$ cat src/rtl/uart_tx_serializer.sv
// 8N1 UART transmitter with a small byte FIFO on a valid/ready push interface.
// State | meaning
// IDLE  | line high, waiting for a queued byte
// START | start bit (low) for one bit period
// DATA  | eight data bits, LSB first
// STOP  | stop bit (high); pops the next byte straight into START if one is queued
module uart_tx_serializer #(
    parameter int CLK_FREQ   = 50000000,
    parameter int BAUD_RATE  = 115200,
    parameter int FIFO_DEPTH = 8
) (
    input  logic                          clk,
    input  logic                          rst_n,
    input  logic [7:0]                    tx_data,
    input  logic                          tx_valid,
    output logic                          tx_ready,
    output logic                          uart_tx,
    output logic                          tx_busy,
    output logic [$clog2(FIFO_DEPTH):0]   fifo_count
);
    localparam int DIVISOR = CLK_FREQ / BAUD_RATE;
    localparam int CNT_W   = (DIVISOR > 1) ? $clog2(DIVISOR) : 1;
    localparam int PTR_W   = $clog2(FIFO_DEPTH);
    localparam int CNT_FW  = PTR_W + 1;

    typedef enum logic [1:0] {IDLE, START, DATA, STOP} state_t;

    state_t             state, state_nxt;
    logic [7:0]         mem [FIFO_DEPTH];
    logic [PTR_W-1:0]   wr_ptr, rd_ptr;
    logic [CNT_W-1:0]   baud_cnt, baud_cnt_nxt;
    logic [2:0]         bit_idx, bit_idx_nxt;
    logic [7:0]         shift, shift_nxt;
    logic [CNT_FW-1:0]  count_nxt;
    logic               uart_tx_nxt;
    logic               tx_busy_nxt;
    logic               push, pop, baud_tc;

    assign tx_ready = (fifo_count != CNT_FW'(FIFO_DEPTH));
    assign push     = tx_valid && tx_ready;
    assign baud_tc  = (baud_cnt == '0);

    // Baud timer is a down-counter reloaded with DIVISOR-1 on every bit boundary.
    always_comb begin
        state_nxt    = state;
        baud_cnt_nxt = baud_cnt;
        bit_idx_nxt  = bit_idx;
        shift_nxt    = shift;
        uart_tx_nxt  = uart_tx;
        pop          = 1'b0;
        case (state)
            IDLE: begin
                uart_tx_nxt = 1'b1;
                if (fifo_count != '0) begin
                    pop          = 1'b1;
                    shift_nxt    = mem[rd_ptr];
                    state_nxt    = START;
                    baud_cnt_nxt = CNT_W'(DIVISOR - 1);
                    uart_tx_nxt  = 1'b0;
                end
            end
            START: begin
                if (baud_tc) begin
                    state_nxt    = DATA;
                    bit_idx_nxt  = 3'd0;
                    baud_cnt_nxt = CNT_W'(DIVISOR - 1);
                    uart_tx_nxt  = shift[0];
                end else begin
                    baud_cnt_nxt = baud_cnt - CNT_W'(1);
                end
            end
            DATA: begin
                if (baud_tc) begin
                    baud_cnt_nxt = CNT_W'(DIVISOR - 1);
                    if (bit_idx == 3'd7) begin
                        state_nxt   = STOP;
                        uart_tx_nxt = 1'b1;
                    end else begin
                        shift_nxt   = {1'b0, shift[7:1]};
                        bit_idx_nxt = bit_idx + 3'd1;
                        uart_tx_nxt = shift[1];
                    end
                end else begin
                    baud_cnt_nxt = baud_cnt - CNT_W'(1);
                end
            end
            STOP: begin
                if (baud_tc) begin
                    if (fifo_count != '0) begin
                        pop          = 1'b1;
                        shift_nxt    = mem[rd_ptr];
                        state_nxt    = START;
                        baud_cnt_nxt = CNT_W'(DIVISOR - 1);
                        uart_tx_nxt  = 1'b0;
                    end else begin
                        state_nxt   = IDLE;
                        uart_tx_nxt = 1'b1;
                    end
                end else begin
                    baud_cnt_nxt = baud_cnt - CNT_W'(1);
                end
            end
            default: begin
                state_nxt   = IDLE;
                uart_tx_nxt = 1'b1;
            end
        endcase

        case ({push, pop})
            2'b10:   count_nxt = fifo_count + CNT_FW'(1);
            2'b01:   count_nxt = fifo_count - CNT_FW'(1);
            default: count_nxt = fifo_count;
        endcase
        tx_busy_nxt = (state_nxt != IDLE) || (count_nxt != '0);
    end

    always_ff @(posedge clk or negedge rst_n) begin
        if (!rst_n) begin
            state      <= IDLE;
            baud_cnt   <= '0;
            bit_idx    <= 3'd0;
            shift      <= 8'h00;
            uart_tx    <= 1'b1;
            tx_busy    <= 1'b0;
            fifo_count <= '0;
            wr_ptr     <= '0;
            rd_ptr     <= '0;
        end else begin
            state      <= state_nxt;
            baud_cnt   <= baud_cnt_nxt;
            bit_idx    <= bit_idx_nxt;
            shift      <= shift_nxt;
            uart_tx    <= uart_tx_nxt;
            tx_busy    <= tx_busy_nxt;
            fifo_count <= count_nxt;
            if (push) wr_ptr <= wr_ptr + PTR_W'(1);
            if (pop)  rd_ptr <= rd_ptr + PTR_W'(1);
        end
    end

    // Storage needs no reset: only slots between the pointers are ever read.
    always_ff @(posedge clk) begin
        if (push) mem[wr_ptr] <= tx_data;
    end
endmodule
$ cat config.mk
export PLATFORM = sky130hd
export DESIGN_NAME = uart_tx_serializer
export DESIGN_NICKNAME = d
export VERILOG_FILES = /design/src/rtl/uart_tx_serializer.sv
export SDC_FILE = /design/constraint.sdc
export NUM_CORES = 1
export LEC_CHECK = 0
export ABC_AREA = 0
export BUFFER_PORTS_ARGS = -buffer_cell sky130_fd_sc_hd__buf_2
export CAP_MARGIN = 25
export CORE_MARGIN = 2
export CORE_UTILIZATION = 60
export CTS_CLUSTER_DIAMETER = 50
export DETAILED_ROUTE_END_ITERATION = 8
export HOLD_SLACK_MARGIN = 0.03
export MAX_ROUTING_LAYER = met4
export PLACE_DENSITY_LB_ADDON = 0.25
export SYNTH_ARGS = -nofsm -noshare
export SYNTH_HDL_FRONTEND = slang
export SYNTH_SLANG_ARGS = --single-unit
$ cat constraint.sdc
create_clock -name clk -period 9.5 [get_ports clk]
set_input_delay 1.9 -clock clk [delete_from_list [all_inputs] [get_ports clk]]
set_output_delay 1.9 -clock clk [all_outputs]
set_load 0.02 [all_outputs]
* After elaboration in Yosys (flattened, before gate mapping)
Memories as Yosys holds them, arrays and structs flattened.
Cells that the tools add are included.
** Cells by class
- Add/sub/neg operators :: 6
- $mul :: 0
- Div/mod/pow operators :: 0
- Order comparisons :: 0
- Equal/unequal tests :: 11
- Shifts and indexed selects :: 0
- Mux-type cells :: 32
- Bitwise logic cells :: 0
- Reductions and logical operators :: 13
** Operators by type and width (count)
- 8-bit 2-to-1 mux :: 4
- 9-bit 2-to-1 mux :: 3
- 9-bit one-hot mux with 3 select lines :: 1
- 8-bit one-hot mux with 3 select lines :: 1
- 1-bit 2-to-1 mux :: 10
- 2-bit 2-to-1 mux :: 5
- 3-bit by 1-bit adder with 3-bit output, second input constant :: 3
- 9-bit zero test :: 1
- 3-bit 2-to-1 mux :: 3
- 9-bit by 1-bit subtractor with 9-bit output, second input constant :: 1
- 2-bit inequality test, second input constant :: 4
- 2-bit one-hot mux with 4 select lines :: 1
- 4-bit one-hot mux with 2 select lines :: 1
- 4-bit AND reduction :: 2
- 4-bit nonzero test :: 2
- 2-bit equality test, second input constant :: 3
- 3-bit one-hot mux with 2 select lines :: 1
- 4-bit by 1-bit adder with 4-bit output, second input constant :: 1
- 2-bit by 1-bit equality test with 1-bit output, second input constant :: 2
- 4-bit inequality test, second input constant :: 1
- 1-bit one-hot mux with 4 select lines :: 1
- 2-bit nonzero test :: 2
- 4-bit by 1-bit subtractor with 4-bit output, second input constant :: 1
- 3-bit equality test, second input constant :: 1
- 7 further kinds :: 7
** Word-level totals
- Register bits after elaboration :: 34
- Latch bits :: 0
- Memory bits (writable) :: 64
- ROM bits :: 0
- Input bits :: 11
- Output and inout port bits :: 7
- Word-level logic and storage cells :: 72
- Memories kept :: 1
** Memory list
- mem :: words 8, width 8, read ports 1, clocked after memory_dff 0, wr ports 1, line 29 : logic [7:0] mem [FIFO_DEPTH];

* Longest topological paths before layout
- Word-level depth :: 8
- Gate-level depth with buffers :: 12
- Depth with buffers taken out :: 12

* Least setup slack after synthesis
OpenSTA, ideal clock, no wires.
- Path type :: in2reg
- Start point :: input port tx_valid
- End point :: register tx_busy
- Library setup time :: 131 ps
- Arrival time :: 3812 ps
- Data required time :: 9369 ps
- Slack :: 5557 ps
- Stages on the path :: 7
- Path buffers :: 1
- Cells stage by stage :: and2_4 -> buf_6 -> clkinv_1 -> ha_1 -> mux2_2 -> or4_1 -> or3_1
** Between the ends
- Word-level cells in the longest chain between the ends :: 5
- Elaborated cells on any way between the ends :: 6
- Classes of those cells :: eq/ne: 2; mux: 1; reduce/logical: 3
** RTL lines
- start, declared :: line 15 : input logic tx_valid,
- 1-bit logical AND (*) :: line 40 : assign push = tx_valid && tx_ready;
- 2-bit by 1-bit equality test with 1-bit output or 2-bit equality test (tied branches) :: line 109 : case ({push, pop})
- 4-bit one-hot mux with 2 select lines (*) :: line 109
- net count_nxt[1] :: line 34 : logic [CNT_FW-1:0] count_nxt;
- 4-bit nonzero test (*) :: line 114 : tx_busy_nxt = (state_nxt != IDLE) || (count_nxt != '0);
- 1-bit logical OR (*) :: line 114
- net tx_busy_nxt :: line 36 : logic tx_busy_nxt;
- end signal, assigned :: line 134 : tx_busy <= tx_busy_nxt;
- end, declared :: line 18 : output logic tx_busy,
The timed path passes the listed nets; every way through them passes the cells marked *.
A chain may end at the register's enable or synchronous reset.

* Worst setup path after layout
Ends and elaborated chain as after synthesis.

==> reports/qor.txt <==
Outcome: complete, no violations
End of the worst register-to-register path: tx_busy
CORE AREA: 0.00725 mm2
Die Width: 90.5 um
Cells after Synth: 307
Number of I/O port buffers: 17
Nets: 352
Seq/Total Area, Yosys: 0.617
Post-cts resize count: 0
Crit end category: flop
Synth Register Bits: 98
CTS Hold Bufs: 0
Worst-path clk slew: 0.10 ns
Die area: 0.00820 mm2
Largest net degree at the start of global routing: 35
Layout Skew: 0.0107 ns
PwrDens: 335 mW/mm2
Hold_ws: 0.495 ns
Max Slew Vio Count: 0
Worst path depth: 7
Initial Utilization: 0.619
Worst-path fanout max: 7
Avg Cell Area, Syn: 14.6 um2
Critical path's largest stage delay: 0.49 ns
Vias in the first global route: 2,670
LEAKAGE: 1.77 nW
Final setup viols: 0
Global Route Usage Sum: 0.220
Final Cycle Share: 0.404
H-Tree Depth: 3
Vert. Die Dim: 90.5 um
Critical Path RT: 9.76 ns
Post-Route WL: 8.15 mm
DRC: 0
Placed cell areas: 0.00467 mm2
Syn nets: 331
Routability Congestion: 0.813
Switching Fraction: 0.397
Skew-Pair Late Insertion Delay: 0.38 ns
Worst Hold Launch: shift[5]
DRT Pass-1 Iters: 5
TritonCTS clock tree: done
Async S/R FF share, synth: 0.347
Antenna violation net count after detailed routing: 0
Crit-path cells: buf_2 -> and2_4 -> clkinv_1 -> ha_1 -> mux2_2 -> or4_1 -> or3_1
CP Class: input pin to flop
CTS root buf: clkbuf_8
Crit path DAT: 4.09 ns
Vias: 2,664
Routed len/inst: 18.9 um
Clock net sink count: 98
Setup bufs post-CTS: 0
Total grt overflow: 0
Worst path bufs/invs: 2
CP Launch Type: input pin
Antenna cells: 0
Top Ports: 18
Synth Cell Area: 0.00449 mm2
Share of cells above drive strength 1: 0.210
First-pass GRT wire length: 13.3 mm
Slew @ Worst Pin: 0.958 ns
Number of hold violations in the final report: 0
Peak supply drop: 0.166 mV
Reg2Reg Depth: 9
Slowest stage cell, crit path: ha_1
Comb power frac: 0.418
Reg-to-reg startpoint: baud_cnt[0]
Slew margin rel.: 0.356
Post-route cell area: 0.00486 mm2
Hold Crit Class: flop to flop
Total CTS buffers: 9
Internal Power: 0.000981 W
Final Critical Period: 3.84 ns
Hold Path Stages: 1
Row count: 31
Seq pwr share: 0.420
Clock power share: 0.163
Net switching power: 0.000647 W
Top_reg_cell synth: edfxtp_1
Iteration-0 DRC Markers: 164
Fin Setup TNS: 0 ns
Flop2flop setup slack: 6.12 ns
Maximum clock rate: 261 MHz
Top delay family on crit path: simple AND/OR/NAND/NOR gates
Clock tree buffer depth: 2
Area Overhead vs Synth: 8.19%
RSZ-0062 raised after global routing: no
DR vias/cell: 6.17
Yosys warns: 0
Hold Path End: shift[5]
Number of synthesized flops with an enable pin: 64
Initial antenna violation count: 0
DP HPWL: 5.47 mm
Max cap viols: 0
Cell variety after synth: 61
[worst max-delay path by stage]
stage / from / endpoint / slack, ns
CTS: tx_valid / tx_busy / 5.69
floorplan: tx_valid / tx_busy / 5.56
global route: tx_valid / tx_busy / 5.60
detailed placement: tx_valid / tx_busy / 5.30
global placement: tx_valid / tx_busy / 5.37
finish: tx_valid / tx_busy / 5.66
[per-layer routing]
metal / global-route usage / vias up / routed length, um / share of wire
met3: 0.0459 / 11 / 346 / 0.042
met4: 0.0846 / 0 / 126 / 0.015
li1: - / 1231 / - / -
met2: 0.325 / 69 / 3910 / 0.48
met1: 0.304 / 1353 / 3760 / 0.46
met5: - / - / 0 / 0
[placed cells by master, fill, tap and decap left out, drive strengths merged, types with 2 or more instances in the layout]
master	n
edfxtp	64
dfrtp	33
nand2	26
o21ai	22
buf	22
mux4	16
nor2	14
ha	13
inv	13
nor3	11
clkbuf	9
mux2	9
mux2i	8
a21oi	7
nor4	5
o22ai	4
xor2	4
xnor2	4
a31oi	4
nand2b	4
or4	3
o21a	3
and2	3
a311o	2
nand4b	2
o311ai	2
o22a	2
or3	2
nor4b	2
clkinv	2
a21boi	2
[layout make-up]
class,instances,area (um2)
tap,99,124
fill,515,2390
clock inverter,7,71.3
inverter,8,30.0
clock buffer,9,124
sequential,98,2770
multi-input combinational,189,1620
timing repair buffer,22,120
[Yosys cell counts (2+ instances only)]
library cell,instances,share of area
o21ai_1,2,0.0022
o21ai_0,20,0.022
nor4_1,2,0.0028
edfxtp_1,64,0.43
and2_1,2,0.0028
nor3_1,9,0.010
a31oi_1,3,0.0042
nor4_4,2,0.0095
nor3_2,2,0.0045
xnor2_1,4,0.0078
xor2_1,4,0.0078
ha_1,13,0.036
o22a_1,2,0.0039
a311o_1,2,0.0045
mux4_2,16,0.080
buf_6,2,0.0050
a21oi_1,6,0.0067
mux2i_1,8,0.018
nand2b_1,3,0.0042
clkbuf_1,7,0.0058
mux2_2,3,0.0075
or3_1,2,0.0028
nand4b_1,2,0.0039
o311ai_1,2,0.0039
inv_1,7,0.0058
or4_1,3,0.0050
o21a_1,3,0.0050
nand2_1,26,0.022
o22ai_1,4,0.0056
mux2_1,6,0.015
dfrtp_1,33,0.18
nor2_1,14,0.012
[worst reg2reg max path, delay by kind of cell, from the launching register on]
kind | cells | cell delay [ns]
muxes | 1 | 0.31
AOI/OAI and AO/OA | 1 | 0.29
buffers and inverters | 1 | 0.14
and+or+nand+nor | 4 | 1.57
adders and majority gates | 2 | 0.55
DFF | 1 | 0.40
[state kept, by name, indices dropped and copies added (netlist names)]
name        flops
wr_ptr          3
baud_cnt        9
rd_ptr          3
tx_busy         1
mem            64
uart_tx         1
bit_idx         3
shift           8
state           2
fifo_count      4
[per-stage QoR]
step           setup WS [ns]  power, W   util  instances
3_5_place_dp            5.30   0.00137  0.643        416
5_1_grt                 5.60   0.00174  0.670        432
3_3_place_gp            5.37   0.00134  0.643        415
4_1_cts                 5.69   0.00164  0.670        432
2_1_floorplan           5.56   0.00122      -        307
6_report                5.66   0.00163  0.670        432
[power groups by stage]
stage | clock (W) | combinational [W] | sequential [W]
5_1_grt | 0.000290 | 0.000753 | 0.000696
3_3_place_gp | 0 | 0.000656 | 0.000681
2_1_floorplan | 0 | 0.000560 | 0.000656
4_1_cts | 0.000271 | 0.000683 | 0.000682
3_5_place_dp | 0 | 0.000676 | 0.000691
6_report | 0.000265 | 0.000680 | 0.000683
[logic make-up after synthesis]
kind of cell / Yosys count / share of synthesized area
XOR/XNOR: 8 / 0.0156
flip-flops: 98 / 0.617
AO/OA/AOI/OAI: 58 / 0.0849
adder cells (fa/ha/maj): 13 / 0.0362
AND/OR/NAND/NOR: 77 / 0.101
multiplexers: 33 / 0.121
buffers and inverters: 20 / 0.0239
Note: power is estimated with default switching activity, not from simulation.
